### config.mk
export PLATFORM = sky130hd
export DESIGN_NAME = rv_multicycle_control_fsm
export DESIGN_NICKNAME = d
export VERILOG_FILES = /design/src/rtl/rv_multicycle_control_fsm.sv
export SDC_FILE = /design/constraint.sdc
export NUM_CORES = 1
export LEC_CHECK = 0
export ABC_AREA = 1
export CAP_MARGIN = 10
export CORE_MARGIN = 2
export CORE_UTILIZATION = 42
export CTS_BUF_LIST = sky130_fd_sc_hd__clkbuf_4 sky130_fd_sc_hd__clkbuf_8
export DETAILED_ROUTE_END_ITERATION = 10
export PLACE_DENSITY = 0.89
export SYNTH_ARGS = -nofsm -noshare
export SYNTH_HDL_FRONTEND = slang
export SYNTH_SLANG_ARGS = --single-unit
### constraint.sdc
create_clock -name clk -period 2.4 [get_ports clk]
set_input_delay 0.48 -clock clk [delete_from_list [all_inputs] [get_ports clk]]
set_output_delay 0.48 -clock clk [all_outputs]
set_load 0.01 [all_outputs]
### src/rtl/rv_multicycle_control_fsm.sv
// rv_multicycle_control_fsm: RV32I multi-cycle main control sequencer with memory ready stalls.
module rv_multicycle_control_fsm #(
  parameter int OPC_WIDTH = 7,
  parameter int STATE_W = 4
) (
  input  logic                 clk,
  input  logic                 reset,
  input  logic [OPC_WIDTH-1:0] op,
  input  logic [2:0]           funct3,
  input  logic                 funct7_5,
  input  logic                 zero,
  input  logic                 mem_ready,
  output logic                 pc_write,
  output logic                 adr_src,
  output logic                 mem_write,
  output logic                 ir_write,
  output logic [1:0]           result_src,
  output logic [2:0]           alu_control,
  output logic [1:0]           alu_src_a,
  output logic [1:0]           alu_src_b,
  output logic [2:0]           imm_src,
  output logic                 reg_write,
  output logic                 illegal,
  output logic [STATE_W-1:0]   state_dbg
);
  typedef enum logic [STATE_W-1:0] {
    FETCH = 0, DECODE = 1, MEMADR = 2, MEMREAD = 3, MEMWB = 4, MEMWRITE = 5, EXECR = 6,
    ALUWB = 7, EXECI = 8, JAL = 9, BRANCH = 10, LUI = 11, TRAP = 12
  } state_t;
  localparam logic [OPC_WIDTH-1:0] OP_LOAD = 7'b0000011, OP_STORE = 7'b0100011,
    OP_R = 7'b0110011, OP_I = 7'b0010011, OP_JAL = 7'b1101111, OP_BR = 7'b1100011,
    OP_LUI = 7'b0110111;
  state_t state, nxt;
  logic pc_w, mem_w, ir_w, reg_w;
  function automatic logic [2:0] alu_dec(input logic [2:0] f3, input logic sub);
    return f3 == 3'b000 ? {2'b00, sub} : f3 == 3'b111 ? 3'b010 : f3 == 3'b110 ? 3'b011 :
           f3 == 3'b100 ? 3'b100 : f3 == 3'b010 ? 3'b101 : 3'b000;
  endfunction
  always_comb begin
    nxt = state;
    case (state)
      FETCH:    nxt = mem_ready ? DECODE : FETCH;
      DECODE:   nxt = (op == OP_LOAD || op == OP_STORE) ? MEMADR : op == OP_R ? EXECR :
                      op == OP_I ? EXECI : op == OP_JAL ? JAL : op == OP_BR ? BRANCH :
                      op == OP_LUI ? LUI : TRAP;
      MEMADR:   nxt = op == OP_STORE ? MEMWRITE : MEMREAD;
      MEMREAD:  nxt = mem_ready ? MEMWB : MEMREAD;
      MEMWRITE: nxt = mem_ready ? FETCH : MEMWRITE;
      EXECR, EXECI, JAL, LUI: nxt = ALUWB;
      MEMWB, ALUWB, BRANCH:   nxt = FETCH;
      TRAP:     nxt = TRAP;
      default:  nxt = FETCH;
    endcase
  end
  always_ff @(posedge clk) begin
    if (reset) begin
      state <= FETCH;
      illegal <= 1'b0;
    end else begin
      state <= nxt;
      illegal <= illegal | (nxt == TRAP);
    end
  end
  always_comb begin
    pc_w = 1'b0;
    mem_w = 1'b0;
    ir_w = 1'b0;
    reg_w = 1'b0;
    adr_src = 1'b0;
    result_src = 2'b00;
    alu_control = 3'b000;
    alu_src_a = 2'b00;
    alu_src_b = 2'b00;
    imm_src = 3'b000;
    case (state)
      FETCH: begin
        alu_src_b = 2'b10;
        result_src = 2'b10;
        ir_w = mem_ready;
        pc_w = mem_ready;
      end
      DECODE: begin
        alu_src_a = 2'b01;
        alu_src_b = 2'b01;
        imm_src = 3'b010;
      end
      MEMADR: begin
        alu_src_a = 2'b10;
        alu_src_b = 2'b01;
        imm_src = op == OP_STORE ? 3'b001 : 3'b000;
      end
      MEMREAD: adr_src = 1'b1;
      MEMWB: begin
        result_src = 2'b01;
        reg_w = 1'b1;
      end
      MEMWRITE: begin
        adr_src = 1'b1;
        mem_w = 1'b1;
      end
      EXECR: begin
        alu_src_a = 2'b10;
        alu_control = alu_dec(funct3, funct7_5);
      end
      EXECI: begin
        alu_src_a = 2'b10;
        alu_src_b = 2'b01;
        alu_control = alu_dec(funct3, 1'b0);
      end
      ALUWB: reg_w = 1'b1;
      JAL: begin
        alu_src_a = 2'b01;
        alu_src_b = 2'b10;
        pc_w = 1'b1;
      end
      BRANCH: begin
        alu_src_a = 2'b10;
        alu_control = 3'b001;
        pc_w = funct3 == 3'b000 ? zero : funct3 == 3'b001 ? ~zero : 1'b0;
      end
      LUI: begin
        alu_src_a = 2'b11;
        alu_src_b = 2'b01;
        imm_src = 3'b100;
      end
      default: ;
    endcase
  end
  // Reset must suppress every strobe in the same cycle, even mid-access.
  assign pc_write = pc_w & ~reset;
  assign mem_write = mem_w & ~reset;
  assign ir_write = ir_w & ~reset;
  assign reg_write = reg_w & ~reset;
  assign state_dbg = state;
endmodule

==> metrics.log, run 1 <==
[metrics] run status: completed
[metrics] power share of the clock group: 10.9%
[metrics] number of nets in the layout: 180
[metrics] vias: 917
[metrics] sum of overflow across all layers after global routing: 0
[metrics] die outline area: 1870 um^2
[metrics] final setup violation count: 0
[metrics] DIE WIDTH: 43.3 um
[metrics] via density per instance: 5.09
[metrics] Pwr Density: 922 nW/um^2
[metrics] antenna violations before repair: 0
[metrics] synthesized area per cell: 5.49 um^2
[metrics] NetSw: 0.474 mW
[metrics] Rel. slew slack: 81.0%
[metrics] number of clock sinks: 5
[metrics] CTS tree: built
[metrics] library cell with the largest summed area after synthesis: dfxtp_1
[metrics] number of global-route vias before repair: 817
[metrics] Sequential Area: 104 um^2
[metrics] Setup Slack @ Placement: -0.152 ns
[metrics] Worst Setup EP: alu_control[0]
[metrics] power after layout: 1.03 mW
[metrics] combined area of all synthesized cells: 648 um^2
[metrics] Yosys cell types: 25
[metrics] arrival time worst endpoint: 1.79 ns
[metrics] RR Endpoint: illegal$_SDFF_PP0_
[metrics] FF-to-FF setup slack: 0.99 ns
[metrics] Crit path required time: 1.92 ns
[metrics] most frequent cells in the layout: clkdlybuf4s50_1, nor2_1, nand2_1
[metrics] Area contributors post-synth: dfxtp_1, nor2_1, nand2_1
[metrics] category of the worst setup path launch point: primary input
[metrics] Floorplan Core Area: 1470 um^2
[metrics] total number of H-tree levels: 1
[metrics] die extent in y: 43.3 um
[metrics] Leakage: 0.548 nW
[metrics] internal power of the cells: 0.554 mW
[metrics] Least-Margin Pin Slew: 0.285 ns
[metrics] share of post-route cells with drive strength above 1: 18.3%
[metrics] last weighted congestion value of the routability-driven placer: 0.832
[metrics] Crit Reg-Reg Startpoint: state_dbg[1]$_SDFF_PP0_
[metrics] remaining routing DRC violations: 0
[metrics] clock tree root driver cell: clkbuf_4
[metrics] switching power as a share of total power: 46.1%
[metrics] Final Routed Wirelength: 1950 um
[metrics] highest net fanout along the worst path: 2
[metrics] most frequent standard cell in the layout excluding fill and tap cells: clkdlybuf4s50_1
[metrics] FMAX: 440 MHz
[metrics] sequential fraction of the synthesis area: 15.4%
[metrics] kind of end point of the critical path: output port
[metrics] initial standard-cell utilization of the core: 44.0%
[metrics] Syn. warnings: 0
[metrics] Hold Vio Cnt, Final: 0
[metrics] Clk pin slew, worst setup/hold paths: 0.04 ns
[metrics] HPWL reported at the end of detailed placement: 1600 um
[metrics] area added between synthesis and finish: 72.0%
[metrics] power share of the combinational group: 72.6%
[metrics] post-synthesis net count: 133
[metrics] clock skew: 0.000564 ns
[metrics] Yosys reg bits: 5
[metrics] iteration-0 DRC count of the detailed router: 36
[metrics] area share of the leading cell type in the synthesized netlist: 15.4%
[metrics] number of antenna repair diodes: 0
[metrics] final setup margin: 0.125 ns
[metrics] final slew viol count: 0
[metrics] FF-to-FF path depth: 9
[metrics] portion of the clock cycle consumed by the worst path in the final layout: 94.8%
[metrics] time the worst path needs with I/O delays and setup: 2.27 ns
[metrics] setup repair after global routing missed its margin: false
[metrics] Setup crit start: funct3[1]
[metrics] hold buffer count at cts: 0
[metrics] count of input and output buffers: 36
[metrics] relative contribution of sequential cells to total power: 16.4%
[metrics] max-cap viol count: 0
[metrics] Clock Latency Late Sink: 0.25 ns
[metrics] remaining number of nets flagged by the antenna check after routing: 0
[metrics] maximum resistive drop on vdd: 0.000472 V
[metrics] io pins: 37
[metrics] cell count after synthesis: 118
[metrics] maximum count of clock buffers along a single path: 2
[metrics] start-to-end type of the worst setup path: primary input to output port
[metrics] pin count of the biggest net entering global routing: 9
[metrics] area of the multi-input gates: 458 um^2
[metrics] first drt pass iteration count: 5
[metrics] clock buffers created by TritonCTS: 3
[metrics] GRT Overall Usage: 23.8%
[metrics] final routed wire length divided by cell count: 10.8 um
[metrics] global-route wire length before repair: 3370 um
[metrics] Hold/Removal Path Class: flip-flop to flip-flop
[metrics] number of placement rows: 14
[metrics] number of filler cells placed in the layout: 119
cell type report:
cell class,instances,area share [%]
sequential,5,9.32
inverter,23,7.74
multi-input combinational,89,41.1
timing repair buffer,43,37.4
tap,16,1.80
clock buffer,4,2.69
worst min path at each step:
stage / start / end / slack [ns] / cells after the start
final: illegal$_SDFF_PP0_ / illegal$_SDFF_PP0_ / 0.46 / 2
after global routing: illegal$_SDFF_PP0_ / illegal$_SDFF_PP0_ / 0.49 / 2
after CTS: illegal$_SDFF_PP0_ / illegal$_SDFF_PP0_ / 0.46 / 2
after detailed placement: illegal$_SDFF_PP0_ / illegal$_SDFF_PP0_ / 0.45 / 2
after global placement: illegal$_SDFF_PP0_ / illegal$_SDFF_PP0_ / 0.45 / 2
after floorplan: illegal$_SDFF_PP0_ / illegal$_SDFF_PP0_ / 0.48 / 2
synth_stat cells:
cell type  instances
a31oi_1            4
and3_1             1
a21oi_2            1
o21bai_1           1
nand3_1            8
nand2_1           21
inv_2              4
nand4_1            3
nor2_1            24
nor2_2             3
dfxtp_1            5
nand2_2            4
a21oi_1            4
or2_2              1
nor2_4             4
xor2_1             1
o21a_1             1
o22ai_1            1
nor3_2             1
inv_1             18
nor4_1             1
o21ai_0            4
buf_1              1
o2111ai_1          1
clkinv_1           1
timing repair:
item,4_1_cts,5_1_grt
endpoints found under the setup margin,5,4
hold endpoints to repair,0,0
resized for setup,4,4
setup buffers,0,0
critical path, stage by stage:
cell	delay, ns
clkdlybuf4s50_1	0.43
or2_2	0.31
inv_1	0.08
a31oi_1	0.07
o21ai_0	0.14
dlygate4sd2_1	0.28
cell families (layout without fill, tap and decap cells):
kind of cell              count (synthesis)  count (layout)  synth area share [%]
xor gates and xnor gates                  1               1                  1.35
AOI/OAI and AO/OA                        17              17                  16.0
buffers and inverters                    24              70                  13.9
and+or+nand+nor                          71              71                  53.3
DFF                                       5               5                  15.4
power by group through the flow:
stage / Sequential (mW) / Combinational, mW / Clock [mW]
after global placement: 0.164 / 0.734 / 0
after global routing: 0.176 / 0.811 / 0.118
after floorplan: 0.176 / 0.383 / 0
final: 0.169 / 0.746 / 0.112
after CTS: 0.167 / 0.749 / 0.113
after detailed placement: 0.167 / 0.750 / 0
routing by layer:
| layer | track usage, % | wire length, um | up-vias | share of wire [%] |
|---|---|---|---|---|
| li1 | - | - | 474 | - |
| met1 | 25.3 | 765 | 395 | 39 |
| met2 | 44.2 | 1020 | 43 | 52 |
| met3 | 3.83 | 133 | 5 | 6.8 |
| met4 | 11.5 | 36 | 0 | 1.8 |
| met5 | 0 | 0 | - | 0 |
sequential cells by signal, indices dropped and copies added (netlist names):
signal,count
state_dbg,4
illegal,1
through the flow:
| stage | utilization (%) | cells | hold slack [ns] | TNS, ns | cell area, um^2 |
|---|---|---|---|---|---|
| 6_report | 75.8 | 180 | 0.459 | 0 | 1110 |
| 3_5_place_dp | 73.2 | 176 | 0.452 | -0.279 | 1080 |
| 2_1_floorplan | - | 118 | 0.484 | 0 | 648 |
| 5_1_grt | 75.8 | 180 | 0.488 | 0 | 1110 |
| 3_3_place_gp | 73.2 | 176 | 0.447 | -0.189 | 1080 |
| 4_1_cts | 75.1 | 180 | 0.461 | 0 | 1100 |
(Power assumes the default switching activity.)
==> run 2: changes to the inputs <==
- SKIP_CTS_REPAIR_TIMING: default -> 1
- SLEW_MARGIN: default -> 0
==> run 2 against run 1 <==
Fmax increased by 0.59%. Routed wire length increased by 1.4%. Sequential share of layout area decreased by 0.093 points. Cell count unchanged. Via count increased by 0.11%. Critical endpoint is now alu_src_b[0].
==> metrics.log, run 2 (synthesis results as in run 1) <==
[metrics] run status: completed
[metrics] maximum resistive drop on vdd: 0.000473 V
[metrics] area added between synthesis and finish: 73.7%
[metrics] highest net fanout along the worst path: 5
[metrics] clock buffers created by TritonCTS: 3
[metrics] final setup violation count: 0
[metrics] Worst Setup EP: alu_src_b[0]
[metrics] max reg flops: 4
[metrics] FF-to-FF path depth: 9
[metrics] Crit Reg-Reg Startpoint: state_dbg[1]$_SDFF_PP0_
[metrics] pin count of the biggest net entering global routing: 9
[metrics] CTS tree: built
[metrics] HPWL reported at the end of detailed placement: 1600 um
[metrics] arrival time worst endpoint: 1.78 ns
[metrics] antenna violations before repair: 0
[metrics] switching power as a share of total power: 46.0%
[metrics] final setup margin: 0.139 ns
[metrics] cell with the biggest individual delay on the critical path: clkdlybuf4s50_1
[metrics] final slew viol count: 0
[metrics] Pwr Density: 916 nW/um^2
[metrics] Crit path required time: 1.92 ns
[metrics] FF-to-FF setup slack: 0.99 ns
[metrics] category of the worst setup path launch point: flip-flop
[metrics] die extent in y: 43.3 um
[metrics] NetSw: 0.475 mW
[metrics] clock tree root driver cell: clkbuf_4
[metrics] number of antenna repair diodes: 0
[metrics] GRT Overall Usage: 23.4%
[metrics] iteration-0 DRC count of the detailed router: 42
[metrics] worst-path cell chain: inv_1, nor2_2, inv_1, nor2_1, inv_1, nand4_1, clkdlybuf4s50_1
[metrics] internal power of the cells: 0.557 mW
[metrics] Rel. slew slack: 81.0%
[metrics] kind of end point of the critical path: output port
[metrics] time the worst path needs with I/O delays and setup: 2.26 ns
[metrics] Clock Latency Late Sink: 0.25 ns
[metrics] CP peak stage delay: 0.56 ns
[metrics] io pins: 37
[metrics] global-route wire length before repair: 3320 um
[metrics] Leakage: 0.587 nW
[metrics] DIE WIDTH: 43.3 um
[metrics] Least-Margin Pin Slew: 0.284 ns
[metrics] number of clock sinks: 5
[metrics] dpl cell area: 1080 um^2
[metrics] power share of the combinational group: 72.6%
[metrics] clock skew: 0.000248 ns
[metrics] maximum count of clock buffers along a single path: 2
[metrics] most frequent cells in the layout: clkdlybuf4s50_1, nor2_1, nand2_1
[metrics] last weighted congestion value of the routability-driven placer: 0.832
[metrics] portion of the clock cycle consumed by the worst path in the final layout: 94.2%
[metrics] vias: 918
[metrics] most frequent standard cell in the layout excluding fill and tap cells: clkdlybuf4s50_1
[metrics] aggregate negative setup slack: 0 ns
[metrics] max-cap viol count: 0
[metrics] Clk pin slew, worst setup/hold paths: 0.04 ns
[metrics] RR Endpoint: illegal$_SDFF_PP0_
[metrics] total number of H-tree levels: 1
[metrics] setup repair after global routing missed its margin: false
[metrics] Setup crit start: state_dbg[3]$_SDFF_PP0_
[metrics] count of input and output buffers: 36
[metrics] initial standard-cell utilization of the core: 44.0%
[metrics] FMAX: 442 MHz
[metrics] relative contribution of sequential cells to total power: 16.5%
[metrics] start-to-end type of the worst setup path: flip-flop to output port
[metrics] remaining number of nets flagged by the antenna check after routing: 0
[metrics] post-route standard cell area excluding fillers: 1130 um^2
[metrics] Hold/Removal Path Class: flip-flop to flip-flop
[metrics] Final Routed Wirelength: 1980 um
[metrics] number of placement rows: 14
[metrics] final routed wire length divided by cell count: 11.0 um
[metrics] via density per instance: 5.10
[metrics] Hold Vio Cnt, Final: 0
[metrics] Critical Path Most Common Cell: inv_1
[metrics] power share of the clock group: 10.9%
[metrics] sum of overflow across all layers after global routing: 0
[metrics] number of global-route vias before repair: 805
[metrics] Post-Place Cells: 176
[metrics] share of post-route cells with drive strength above 1: 18.3%
[metrics] number of nets in the layout: 180
[metrics] Floorplan Core Area: 1470 um^2
[metrics] Setup Slack @ Placement: -0.152 ns
[metrics] final non-filler cell total: 180
[metrics] die outline area: 1870 um^2
[metrics] remaining routing DRC violations: 0
[metrics] first drt pass iteration count: 5
## run 2: cell count changes in the layout (fill, tap and decap cells not counted), sizes merged
cell          previous run  this run
dlygate4sd2              3         0
dlymetal6s2s             3         6
## run 2: worst max-delay path, delay by kind of cell, from the launching register on
kind	cells	cell delay (ns)
flip-flops	1	0.38
buffers and inverters	4	0.81
AND/OR/NAND/NOR	3	0.35
## run 2: worst min path at each step
stage | startpoint | end | slack [ns] | cells past startpoint
floorplan | illegal$_SDFF_PP0_ | illegal$_SDFF_PP0_ | 0.48 | 2
finish | illegal$_SDFF_PP0_ | illegal$_SDFF_PP0_ | 0.46 | 2
detailed placement | illegal$_SDFF_PP0_ | illegal$_SDFF_PP0_ | 0.45 | 2
global route | illegal$_SDFF_PP0_ | illegal$_SDFF_PP0_ | 0.49 | 2
CTS | illegal$_SDFF_PP0_ | illegal$_SDFF_PP0_ | 0.46 | 2
global placement | illegal$_SDFF_PP0_ | illegal$_SDFF_PP0_ | 0.45 | 2
## run 2: power by group through the flow
stage | Clock, mW | Sequential [mW] | Combinational, mW
floorplan | 0 | 0.176 | 0.383
global placement | 0 | 0.164 | 0.734
detailed placement | 0 | 0.167 | 0.750
CTS | 0.113 | 0.166 | 0.754
global route | 0.118 | 0.176 | 0.814
finish | 0.112 | 0.170 | 0.749
## run 2: metrics by stage
stage	utilization (%)	power, mW	hold slack (ns)
5_1_grt	76.5	1.11	0.488
3_5_place_dp	73.2	0.917	0.452
3_3_place_gp	73.2	0.898	0.447
4_1_cts	75.3	1.03	0.461
6_report	76.5	1.03	0.463
2_1_floorplan	-	0.559	0.484
## run 2: routing by layer
| metal | global-route usage (%) | wire length, um | share of wire [%] | vias to the layer above |
|---|---|---|---|---|
| li1 | - | - | - | 472 |
| met1 | 25.0 | 783 | 40 | 397 |
| met2 | 45.1 | 1010 | 51 | 44 |
| met3 | 2.98 | 143 | 7.2 | 5 |
| met4 | 9.09 | 38 | 1.9 | 0 |
| met5 | 0 | 0 | 0 | - |
## run 2: layout make-up
cell class	count	area [um^2]
timing repair buffer	43	428
sequential	5	104
multi-input combinational	89	458
clock buffer	4	30.0
tap	16	20.0
inverter	23	86.3
fill	114	345
